`config.mk`:
```
export PLATFORM = sky130hd
export DESIGN_NAME = note_sequencer_flat
export DESIGN_NICKNAME = d
export VERILOG_FILES = /design/src/rtl/note_sequencer_if.sv /design/src/rtl/note_sequencer.sv /design/src/flat_wrapper.sv
export SDC_FILE = /design/constraint.sdc
export NUM_CORES = 1
export LEC_CHECK = 0
export CORE_ASPECT_RATIO = 0.6
export CORE_MARGIN = 2
export CORE_UTILIZATION = 55
export CTS_BUF_LIST = sky130_fd_sc_hd__clkbuf_2
export DETAILED_ROUTE_END_ITERATION = 8
export PLACE_DENSITY = 0.72
export SLEW_MARGIN = 20
export SYNTH_ARGS = -nofsm -noshare
export SYNTH_HDL_FRONTEND = slang
export SYNTH_SLANG_ARGS = --single-unit
```
`constraint.sdc`:
```
create_clock -name inputClock -period 8.29 [get_ports inputClock]
set_input_delay 1.658 -clock inputClock [delete_from_list [all_inputs] [get_ports inputClock]]
set_output_delay 1.658 -clock inputClock [all_outputs]
set_load 0.005 [all_outputs]
```
`src/rtl/note_sequencer_if.sv`:
```
// Host-side bundle for the note sequencer: table write port, transport
// controls and playback status.
interface note_sequencer_if #(
  parameter int unsigned SLOTS = 16
);
  localparam int unsigned AW = (SLOTS > 1) ? $clog2(SLOTS) : 1;

  logic          wr_en;
  logic [AW-1:0] wr_addr;
  logic [15:0]   wr_half_period;
  logic [11:0]   wr_duration;
  logic          start;
  logic          stop;
  logic          loop_en;
  logic          toneOut;
  logic          busy;
  logic [AW-1:0] note_index;
  logic          done;

  modport master (
    output wr_en, wr_addr, wr_half_period, wr_duration, start, stop, loop_en,
    input  toneOut, busy, note_index, done
  );

  modport slave (
    input  wr_en, wr_addr, wr_half_period, wr_duration, start, stop, loop_en,
    output toneOut, busy, note_index, done
  );
endinterface

```
`src/rtl/note_sequencer.sv`:
```
// Note sequencer: plays a table of (half-period, duration) entries as a square
// wave, one slot after another, with optional looping and stop/abort.
module note_sequencer #(
  parameter int unsigned TICK_DIV = 50000,
  parameter int unsigned SLOTS    = 16
) (
  input  logic             inputClock,
  input  logic             reset,
  note_sequencer_if.slave  bus
);

  localparam int unsigned AW      = (SLOTS > 1) ? $clog2(SLOTS) : 1;
  localparam logic [15:0] PreLast = 16'(TICK_DIV - 1);
  localparam logic [AW-1:0] LastIdx = AW'(SLOTS - 1);

  typedef enum logic [1:0] {StIdle, StLoad, StPlay, StNext} state_e;

  state_e        state_q, state_d;
  logic [AW-1:0] idx_q, idx_d;
  logic [15:0]   half_q, half_d;
  logic [15:0]   tcnt_q, tcnt_d;
  logic          tone_q, tone_d;
  logic [15:0]   pre_q, pre_d;
  logic [11:0]   dur_q, dur_d;
  logic          played_q, played_d;
  logic          done_q, done_d;
  logic          end_hit;

  // Note table; contents survive reset by design.
  logic [15:0] half_mem [SLOTS];
  logic [11:0] dur_mem  [SLOTS];
  logic [15:0] rd_half;
  logic [11:0] rd_dur;

  // Table write port, open in every state.
  always_ff @(posedge inputClock) begin
    if (bus.wr_en) begin
      half_mem[bus.wr_addr] <= bus.wr_half_period;
      dur_mem[bus.wr_addr]  <= bus.wr_duration;
    end
  end

  // Asynchronous read: a same-cycle write lands at the edge, so LOAD sees old data.
  assign rd_half = half_mem[idx_q];
  assign rd_dur  = dur_mem[idx_q];

  // State and datapath registers.
  always_ff @(posedge inputClock or posedge reset) begin
    if (reset) begin
      state_q  <= StIdle;
      idx_q    <= '0;
      half_q   <= '0;
      tcnt_q   <= '0;
      tone_q   <= 1'b0;
      pre_q    <= '0;
      dur_q    <= '0;
      played_q <= 1'b0;
      done_q   <= 1'b0;
    end else begin
      state_q  <= state_d;
      idx_q    <= idx_d;
      half_q   <= half_d;
      tcnt_q   <= tcnt_d;
      tone_q   <= tone_d;
      pre_q    <= pre_d;
      dur_q    <= dur_d;
      played_q <= played_d;
      done_q   <= done_d;
    end
  end

  // Next-state and counter update logic.
  always_comb begin
    state_d  = state_q;
    idx_d    = idx_q;
    half_d   = half_q;
    tcnt_d   = tcnt_q;
    tone_d   = tone_q;
    pre_d    = pre_q;
    dur_d    = dur_q;
    played_d = played_q;
    done_d   = 1'b0;
    end_hit  = 1'b0;

    unique case (state_q)
      StIdle: begin
        if (bus.start && !bus.stop) begin
          state_d  = StLoad;
          idx_d    = '0;
          played_d = 1'b0;
        end
      end
      StLoad: begin
        if (rd_dur == 12'd0) begin
          end_hit = 1'b1;
        end else begin
          state_d  = StPlay;
          half_d   = rd_half;
          dur_d    = rd_dur;
          pre_d    = '0;
          tcnt_d   = '0;
          tone_d   = 1'b0;
          played_d = 1'b1;
        end
      end
      StPlay: begin
        // Rest (half_q == 0) leaves tone_q at its loaded 0.
        if (half_q != 16'd0) begin
          if (tcnt_q == half_q - 16'd1) begin
            tcnt_d = '0;
            tone_d = ~tone_q;
          end else begin
            tcnt_d = tcnt_q + 16'd1;
          end
        end
        if (pre_q == PreLast) begin
          pre_d = '0;
          dur_d = dur_q - 12'd1;
          if (dur_q == 12'd1) begin
            state_d = StNext;
          end
        end else begin
          pre_d = pre_q + 16'd1;
        end
      end
      StNext: begin
        tone_d = 1'b0;
        if (idx_q == LastIdx) begin
          end_hit = 1'b1;
        end else begin
          idx_d   = idx_q + AW'(1);
          state_d = StLoad;
        end
      end
      default: state_d = StIdle;
    endcase

    // Looping needs at least one real note, so an empty table cannot spin.
    if (end_hit) begin
      idx_d = '0;
      if (bus.loop_en && played_q) begin
        state_d = StLoad;
      end else begin
        state_d = StIdle;
        done_d  = 1'b1;
      end
    end

    // Abort overrides everything, including a simultaneous start.
    if (bus.stop && (state_q != StIdle)) begin
      state_d = StIdle;
      idx_d   = '0;
      tone_d  = 1'b0;
      done_d  = 1'b1;
    end
  end

  // Outputs; tone is gated by PLAY so reset or leaving PLAY silences it at once.
  always_comb begin
    bus.toneOut    = tone_q & (state_q == StPlay);
    // busy stays up through the done cycle so the host sees it fall with done.
    bus.busy       = (state_q != StIdle) | done_q;
    bus.note_index = idx_q;
    bus.done       = done_q;
  end

endmodule

```
`src/flat_wrapper.sv`:
```
// flat-port wrapper written by rule: the top's interface ports become plain ports
module note_sequencer_flat 
#(
  parameter int unsigned TICK_DIV = 50000,
  parameter int unsigned SLOTS    = 16
)
  (inputClock, reset, bus_wr_en, bus_wr_addr, bus_wr_half_period, bus_wr_duration, bus_start, bus_stop, bus_loop_en, bus_toneOut, bus_busy, bus_note_index, bus_done);
  note_sequencer_if #(.SLOTS(SLOTS)) bus_i ();
  input  logic inputClock;
  input  logic reset;
  input wire logic [$bits(bus_i.wr_en)-1:0] bus_wr_en;
  input wire logic [$bits(bus_i.wr_addr)-1:0] bus_wr_addr;
  input wire logic [$bits(bus_i.wr_half_period)-1:0] bus_wr_half_period;
  input wire logic [$bits(bus_i.wr_duration)-1:0] bus_wr_duration;
  input wire logic [$bits(bus_i.start)-1:0] bus_start;
  input wire logic [$bits(bus_i.stop)-1:0] bus_stop;
  input wire logic [$bits(bus_i.loop_en)-1:0] bus_loop_en;
  output wire logic [$bits(bus_i.toneOut)-1:0] bus_toneOut;
  output wire logic [$bits(bus_i.busy)-1:0] bus_busy;
  output wire logic [$bits(bus_i.note_index)-1:0] bus_note_index;
  output wire logic [$bits(bus_i.done)-1:0] bus_done;
  assign bus_i.wr_en = bus_wr_en;
  assign bus_i.wr_addr = bus_wr_addr;
  assign bus_i.wr_half_period = bus_wr_half_period;
  assign bus_i.wr_duration = bus_wr_duration;
  assign bus_i.start = bus_start;
  assign bus_i.stop = bus_stop;
  assign bus_i.loop_en = bus_loop_en;
  assign bus_toneOut = bus_i.toneOut;
  assign bus_busy = bus_i.busy;
  assign bus_note_index = bus_i.note_index;
  assign bus_done = bus_i.done;
  note_sequencer #(.TICK_DIV(TICK_DIV), .SLOTS(SLOTS)) u_core (.inputClock(inputClock), .reset(reset), .bus(bus_i));
endmodule
```
==> results of run 1 <==
## logic make-up after synthesis
family | count (synthesis) | synth area share
flops | 517 | 0.707
compound gates | 156 | 0.0475
fa+ha+maj | 11 | 0.00641
mux | 172 | 0.152
buf+inv | 75 | 0.0157
simple gates | 258 | 0.0632
xor+xnor | 21 | 0.00856
## how the worst max path moves through the flow
stage	cells past startpoint	start	slack, ns	endpoint
2_1_floorplan	2	bus_wr_addr[3]	3.73	u_core.dur_mem[0][0]
3_3_place_gp	8	u_core.bus.note_index[1]	2.90	u_core.dur_q[11]
3_5_place_dp	8	u_core.bus.note_index[1]	2.77	u_core.dur_q[11]
4_1_cts	8	u_core.bus.note_index[1]	2.75	u_core.dur_q[11]
5_1_grt	8	u_core.bus.note_index[1]	2.93	u_core.dur_q[11]
6_report	8	u_core.bus.note_index[1]	3.22	u_core.dur_q[11]
## through the flow
| stage | cells | worst slack [ns] | utilization | total power (µW) |
|---|---|---|---|---|
| 6_report | 1940 | 3.22 | 0.609 | 5910 |
| 5_1_grt | 1940 | 2.93 | 0.609 | 6220 |
| 4_1_cts | 1937 | 2.75 | 0.609 | 5950 |
| 3_5_place_dp | 1743 | 2.77 | 0.583 | 4440 |
| 3_3_place_gp | 1743 | 2.90 | 0.583 | 4400 |
| 2_1_floorplan | 1210 | 3.73 | - | 4060 |
## cell usage in the layout, fill, tap and decap left out, drive strengths merged, types with 5 or more instances in the layout
cell,count
nand2,61
o22ai,5
a31oi,8
o31ai,9
o211ai,16
clkbuf,166
xor2,9
clkdlybuf4s50,44
clkinv,22
mux2,28
inv,23
buf,24
nor3b,6
a21oi,26
and2,7
mux2i,24
edfxtp,448
or2,5
ha,11
nand3,28
nand4,11
or4,6
and3,20
a22oi,5
nand3b,15
nand2b,13
o2bb2ai,6
xnor2,12
mux4,120
dfrtp,69
nor2,49
nor4,9
nor3,14
o21ai,51
## registers in the layout, indices dropped and copies added, names as in the netlist
register,count
u_core.bus.note_index,4
u_core.bus.done,1
u_core.tcnt_q,16
u_core.dur_q,12
u_core.half_q,16
u_core.pre_q,16
u_core.dur_mem,192
u_core.half_mem,256
u_core.played_q,1
u_core.state_q,2
u_core.tone_q,1
## critical path, stage by stage, from the launching register on
cell	delay [ns]
dfrtp_4	1.15
buf_4	0.76
mux4_2	0.59
mux2_2	0.28
or4_4	0.50
nor3_4	0.38
o31a_2	0.60
nor2_2	0.22
a221o_1	0.35
## cell type report
| type | count | area (µm²) | area share |
|---|---|---|---|
| Clock buffer | 166 | 831 | 0.0352 |
| Timing Repair Buffer | 68 | 621 | 0.0263 |
| Clock inverter | 28 | 146 | 0.00621 |
| Multi-Input combinational cell | 618 | 6070 | 0.257 |
| Inverter | 18 | 67.6 | 0.00286 |
| Tap cell | 522 | 653 | 0.0277 |
| Antenna cell | 3 | 7.51 | 0.000318 |
| Sequential cell | 517 | 15200 | 0.644 |
## power by group
group	switching, µW	internal, µW
Clock	977	545
Combinational	664	566
Sequential	202	2960
Total	1840	4070
## layer usage
layer	track usage	share of wire	up-vias
li1	-	-	5222
met5	0	0.00023	-
met3	0.0736	0.11	70
met4	0.0677	0.014	2
met2	0.353	0.44	598
met1	0.371	0.44	6227
==> impl_metrics.csv, run 1 <==
group,metric,value,unit
critical_path,arrival,6.03,ns
final_layout,drive_gt1_frac,0.271,
detailed_routing,drc,0,
power_and_ir_drop,ir_drop,0.149,mV
detailed_routing,routed_wl,48300,µm
critical_path,regToRegStartpoint,"u_core.bus.note_index[1]",
placed_design,gp_congestion,0.828,
synth,async_flop_share,0.133,
cts,ctsResizeCount,0,
cts,root_buffer,"clkbuf_2",
die,die_x,259,µm
timing,post-route-period-util,0.612,
critical_path,worstSetupPathType,"register to register",
critical_path,reg2reg_slack,3.22,ns
die,core_area,0.0387,mm²
cts,post-cts-setup-buffers,0,
timing,rsz0062_at_grt,"false",
timing,final-hold-violation-count,0,
cts,holdBufCountCts,0,
cts,cts_buffers,110,
hold_path,hold_path_end,"u_core.pre_q[9]",
synth,yosysUniqueCellTypes,63,
detailed_routing,ant_nets,0,
global_route,grt_pass1_wl,73500,µm
synth,yosys_warnings,0,
placed_design,hpwl,27300,µm
synth,avgSynthCellArea,17.7,µm²
global_route,grt_max_degree,70,
hold_path,min-delay-start,"u_core.pre_q[9]",
critical_path,worstSetupEndpointType,"register",
final_layout,finalInstanceArea,0.0236,mm²
synth,synth_top_area_share,0.626,
synth,yosys.area.top_type,"edfxtp_1",
timing,finClkSkew,0.122,ns
detailed_routing,drt_iter0_drc,1273,
die,dieHeight,157,µm
placed_design,post_dp_cell_area,0.0226,mm²
placed_design,port_buffers,44,
critical_path,worst_ep_required_time,9.25,ns
critical_path,critPathMaxFanout,68,
timing,setup_tns,0,ns
detailed_routing,vias,12100,
timing,whs,0.526,ns
detailed_routing,dr.pass1.iters,5,
timing,relSlewSlack,0.291,
global_route,gr-total-overflow,0,
synth,synth-seq-cells,517,
flow_run,maxCapViolations,0,
detailed_routing,routed_via_density,6.25,
cts,clock-sinks,517,
final_layout,syn2layout_area_growth,9.84,%
timing,min_period,5.07,ns
critical_path,r2r-end,"u_core.dur_q[11]",
global_route,grt_pass1_vias,12100,
timing,drv_slew,0,
cts,clkLatencyLatePin,1.13,ns
cts,htree_levels,3,
synth,yosysMostFrequentCell,"edfxtp_1",
timing,setup_viol,0,
synth,synth_edf_count,448,
power_and_ir_drop,power.leakage,0.00776,µW
outcome,status,"completed",
die,num_rows,56,
power_and_ir_drop,p_per_area,251,mW/mm²
synth,netlist_instances,1210,
final_layout,n_fill_cell,2850,
die,die_area,0.0407,mm²
hold_path,hold_depth,1,
synth,ys_seq_area_frac,0.707,
timing,tightestPinTransition,1.06,ns
synth,netlist_top_cells_area,"edfxtp_1, mux4_2, dfrtp_1",
global_route,grt_antenna_before_repair,4,
cts,cts_buffer_depth,3,
global_route,grtUsageTotal,0.247,
critical_path,reg2reg_depth,8,
die,io_pins,45,
synth,ys.flop_type,"edfxtp_1",
detailed_routing,wire_per_inst,24.9,µm
final_layout,nets,1382,
cts,path_clk_slew,0.13,ns
cts,cts_tree,"built",
synth,synth_common_cells,"edfxtp_1, mux4_2, dfrtp_1",
synth,netlist_area,0.0215,mm²
synth,synth_fp_nets,1259,
die,start_util,0.554,
timing,fmax,0.197,GHz
critical_path,critPathLaunchType,"register",
hold_path,hold_class,"register to register",
(Power assumes the default switching activity.)
==> run 2, diff against run 1 <==
PLACE_DENSITY = 0.75   (was 0.72)
clock period = 4.4 ns   (was 8.29 ns; I/O delays follow)
==> impl_metrics.csv, run 2 (synthesis gave the netlist of run 1 again) <==
group,metric,value,unit
timing,tightestPinTransition,0.870,ns
cts,cts_tree,"built",
cts,clkLatencyLatePin,1.14,ns
critical_path,worst_ep_required_time,5.35,ns
critical_path,arrival,4.88,ns
detailed_routing,wire_per_inst,25.2,µm
timing,rsz0062_at_grt,"false",
timing,setup_tns,0,ns
global_route,grtUsageTotal,0.251,
final_layout,syn2layout_area_growth,11.0,%
timing,setup_viol,0,
critical_path,worstSetupPathType,"register to register",
placed_design,port_buffers,44,
die,core_area,0.0387,mm²
cts,ctsResizeCount,0,
timing,final-hold-violation-count,0,
detailed_routing,routed_via_density,6.22,
placed_design,dp_cells,1764,
critical_path,critPathLaunchType,"register",
final_layout,largest_reg_flops,256,
final_layout,instances_no_fill,1966,
detailed_routing,dr.pass1.iters,5,
cts,htree_levels,3,
global_route,grt_max_degree,45,
critical_path,critPathMaxFanout,35,
final_layout,drive_gt1_frac,0.284,
cts,root_buffer,"clkbuf_2",
timing,finClkSkew,0.104,ns
die,num_rows,56,
die,io_pins,45,
global_route,gr-total-overflow,0,
cts,holdBufCountCts,0,
placed_design,gp_congestion,0.878,
timing,fmax,0.255,GHz
detailed_routing,ant_nets,0,
detailed_routing,routed_wl,49400,µm
detailed_routing,drt_iter0_drc,1414,
final_layout,n_fill_cell,2822,
critical_path,worstSetupEndpointType,"register",
outcome,status,"completed",
timing,relSlewSlack,0.418,
timing,drv_slew,0,
cts,cts_buffer_depth,3,
detailed_routing,vias,12200,
final_layout,final_cell_mix,"edfxtp_1, clkbuf_2, mux4_2",
die,die_x,259,µm
critical_path,reg2reg_slack,0.47,ns
hold_path,hold_class,"primary input to asynchronous set/reset pin",
timing,min_period,3.93,ns
cts,path_clk_slew,0.13,ns
global_route,grt_pass1_wl,74400,µm
power_and_ir_drop,p_per_area,475,mW/mm²
global_route,grt_pass1_vias,12000,
die,start_util,0.554,
placed_design,hpwl,29900,µm
cts,cts_buffers,112,
die,die_area,0.0407,mm²
final_layout,nets,1405,
timing,post-route-period-util,0.893,
final_layout,top_register,"u_core.half_mem",
flow_run,maxCapViolations,0,
detailed_routing,drc,0,
final_layout,mostFrequentLayoutCell,"edfxtp_1",
cts,clock-sinks,517,
power_and_ir_drop,power.leakage,0.00792,µW
power_and_ir_drop,ir_drop,0.255,mV
die,dieHeight,157,µm
final_layout,reg_top3,"u_core.half_mem x256, u_core.dur_mem x192",
cts,post-cts-setup-buffers,0,
global_route,grt_antenna_before_repair,3,
## run 2: cell types whose count changed in the layout (fill, tap and decap cells not counted), sizes merged
cell and delta:
buf +21, clkbuf +5, clkinv -1, clkinvlp -1, bufinv +2
## run 2: layer usage
metal,track usage,vias to the layer above,share of wire
li1,-,5275,-
met1,0.384,6214,0.44
met2,0.349,663,0.44
met3,0.0797,73,0.11
met4,0.0647,4,0.015
met5,0,-,0.00061
## run 2: layout make-up
cell class,count,area (µm²),area share
clock inverter,28,183,0.00767
clock buffer,171,856,0.0359
inverter,18,67.6,0.00284
antenna,3,7.51,0.000315
sequential,517,15200,0.637
timing repair buffer,89,803,0.0337
multi-input combinational,618,6070,0.255
tap,522,653,0.0274
## run 2: worst max-delay path: stages (launching register included)
cell     delay [ns]
dfrtp_4        0.85
mux4_2         0.57
mux2_2         0.30
or4_4          0.57
nor3_4         0.43
o31a_1         0.35
buf_4          0.32
nor2_1         0.15
a41o_1         0.25
## run 2: path summary, 6_finish.rpt
path,to,startpoint,cells past startpoint
max,u_core.tcnt_q[7],u_core.bus.note_index[1],8
min,u_core.half_q[11],reset,2
max reg2reg,u_core.tcnt_q[7],u_core.bus.note_index[1],8
min reg2reg,u_core.pre_q[9],u_core.pre_q[9],1
max in group asynchronous,u_core.tcnt_q[15],reset,3
min in group inputClock,u_core.bus.done,bus_loop_en,3
## run 2: through the flow
stage	hold slack [ns]	worst slack, ns	total power [µW]	utilization	instance area (µm²)
3_3_place_gp	0.490	0.576	8310	0.588	22800
3_5_place_dp	0.508	0.508	8380	0.588	22800
6_report	0.181	0.472	11300	0.615	23800
4_1_cts	0.128	0.494	11400	0.615	23800
5_1_grt	0.154	0.350	11900	0.615	23800
2_1_floorplan	0.463	0.621	7650	-	21500
## run 2: power breakdown
part           internal (µW)  leakage [µW]  switching (µW)  total [µW]
sequential              5580       0.00493             305        5890
clock                   1160      0.000802            1850        3010
combinational           1090       0.00219            1330        2420
==> run 3, diff against run 2 <==
CORE_ASPECT_RATIO = 0.7   (was 0.6)
GPL_TIMING_DRIVEN = 0   (was default)
==> impl_metrics.csv, run 3 (synthesis gave the netlist of run 1 again) <==
group,metric,value,unit
outcome,status,"completed",
final_layout,final_cell_mix,"edfxtp_1, clkbuf_2, mux4_2",
critical_path,reg2reg_depth,13,
final_layout,multi_input_area,0.00607,mm²
power_and_ir_drop,power_frac_comb,0.226,
power_and_ir_drop,switching_share,0.306,
power_and_ir_drop,share_seq_of_total_power,0.508,
timing,finClkSkew,0.0683,ns
final_layout,largest_reg_flops,256,
detailed_routing,drt_iter0_drc,1290,
timing,min_period,4.12,ns
placed_design,dp_cells,1810,
final_layout,instances_no_fill,2017,
placed_design,dp_slack,0.0469,ns
cts,ctsResizeCount,3,
power_and_ir_drop,power.internal,7920,µW
timing,drv_slew,0,
detailed_routing,vias,12300,
timing,post-route-period-util,0.935,
detailed_routing,drc,0,
timing,rsz0062_at_grt,"false",
power_and_ir_drop,power.total,11400,µW
critical_path,worstSetupEndpointType,"output pin",
power_and_ir_drop,pwr-share-clk,0.266,
detailed_routing,routed_via_density,6.10,
timing,final-hold-violation-count,0,
cts,cts_tree,"built",
die,die_x,240,µm
detailed_routing,ant_nets,0,
timing,setup_viol,0,
power_and_ir_drop,power.switching,3500,µW
placed_design,gp_congestion,0.888,
critical_path,critPathLaunchType,"register",
power_and_ir_drop,p_per_area,471,mW/mm²
global_route,gr-total-overflow,0,
final_layout,seqCellArea,0.0152,mm²
critical_path,cp-endpoint,"bus_toneOut",
placed_design,port_buffers,44,
die,die_area,0.0407,mm²
cts,clock-sinks,517,
critical_path,crit_chain,"inv_1 -> ha_1 -> clkbuf_2 -> clkbuf_2 -> and2_1 -> clkdlybuf4s50_1",
critical_path,worst_ep_required_time,3.52,ns
detailed_routing,routed_wl,49000,µm
cts,holdBufCountCts,0,
cts,post-cts-setup-buffers,0,
final_layout,n_fill_cell,2742,
final_layout,finalInstanceArea,0.0242,mm²
die,io_pins,45,
critical_path,regToRegStartpoint,"u_core.bus.note_index[2]",
global_route,grt_pass1_wl,73200,µm
timing,setup_ws,0.284,ns
detailed_routing,dr.pass1.iters,5,
critical_path,max_stage_delay,0.49,ns
cts,root_buffer,"clkbuf_2",
critical_path,cpMaxStageDelayCell,"clkdlybuf4s50_1",
final_layout,nets,1448,
timing,fmax,0.243,GHz
critical_path,arrival,3.24,ns
placed_design,hpwl,32300,µm
critical_path,path_buf_inv,4,
placed_design,post_dp_cell_area,0.0232,mm²
timing,setup_tns,0,ns
final_layout,reg_top3,"u_core.half_mem x256, u_core.dur_mem x192",
critical_path,crit_top_cell,"clkbuf_2",
critical_path,r2r-end,"u_core.tcnt_q[1]",
cts,htree_levels,3,
global_route,grt_antenna_before_repair,1,
die,num_rows,60,
cts,cts_buffer_depth,3,
final_layout,mostFrequentLayoutCell,"edfxtp_1",
timing,relSlewSlack,0.341,
die,core_area,0.0384,mm²
die,start_util,0.559,
detailed_routing,wire_per_inst,24.3,µm
cts,cts_buffers,115,
critical_path,path_delay_family,"buffers and inverters",
hold_path,hold_class,"primary input to asynchronous set/reset pin",
global_route,grt_pass1_vias,12000,
cts,path_clk_slew,0.11,ns
critical_path,reg2reg_slack,0.31,ns
critical_path,critPathMaxFanout,10,
flow_run,maxCapViolations,0,
critical_path,worstSetupPathType,"register to output pin",
power_and_ir_drop,ir_drop,0.297,mV
final_layout,syn2layout_area_growth,12.9,%
power_and_ir_drop,power.leakage,0.00813,µW
final_layout,drive_gt1_frac,0.286,
cts,clkLatencyLatePin,1.07,ns
global_route,grt_max_degree,50,
critical_path,critPathLaunch,"u_core.state_q[0]",
die,dieHeight,169,µm
critical_path,cp.depth,6,
global_route,grtUsageTotal,0.249,
timing,tightestPinTransition,0.989,ns
final_layout,top_register,"u_core.half_mem",
run 3: how the worst min path moves through the flow:
stage / startpoint / end / slack, ns / cells after the start
floorplan: u_core.pre_q[10] / u_core.pre_q[10] / 0.46 / 1
detailed placement: u_core.pre_q[3] / u_core.pre_q[3] / 0.50 / 1
CTS: reset / u_core.pre_q[2] / 0.08 / 2
global route: reset / u_core.pre_q[3] / 0.10 / 2
global placement: u_core.pre_q[10] / u_core.pre_q[10] / 0.49 / 1
finish: reset / u_core.pre_q[2] / 0.18 / 2
run 3: metrics by stage:
stage | hold WS [ns] | util
floorplan | 0.463 | -
global placement | 0.495 | 0.587
detailed placement | 0.496 | 0.602
CTS | 0.0780 | 0.631
global route | 0.102 | 0.631
finish | 0.176 | 0.631
run 3: power by group through the flow:
stage / Sequential [µW] / Combinational (µW) / Clock [µW]
finish: 5800 / 2580 / 3040
global route: 5840 / 2810 / 3370
CTS: 5800 / 2580 / 3130
detailed placement: 5910 / 2570 / 0
global placement: 5900 / 2490 / 0
floorplan: 5840 / 1810 / 0
run 3: layout make-up:
| cell class | instances | share of cell area |
|---|---|---|
| multi-input cells | 618 | 0.250 |
| flip-flops and latches | 517 | 0.626 |
| plain buffers | 56 | 0.0114 |
| inverters | 18 | 0.00289 |
| repair buffers | 73 | 0.0373 |
| clock buffers | 184 | 0.0380 |
| clock inverters | 23 | 0.00686 |
| diodes | 1 | 0.000103 |
| well taps | 527 | 0.0272 |
run 3: per-layer routing:
layer | routed length (µm) | global-route usage
met4 | 713 | 0.0664
met5 | 0 | 0
met3 | 5190 | 0.0755
met2 | 21600 | 0.351
met1 | 21400 | 0.379
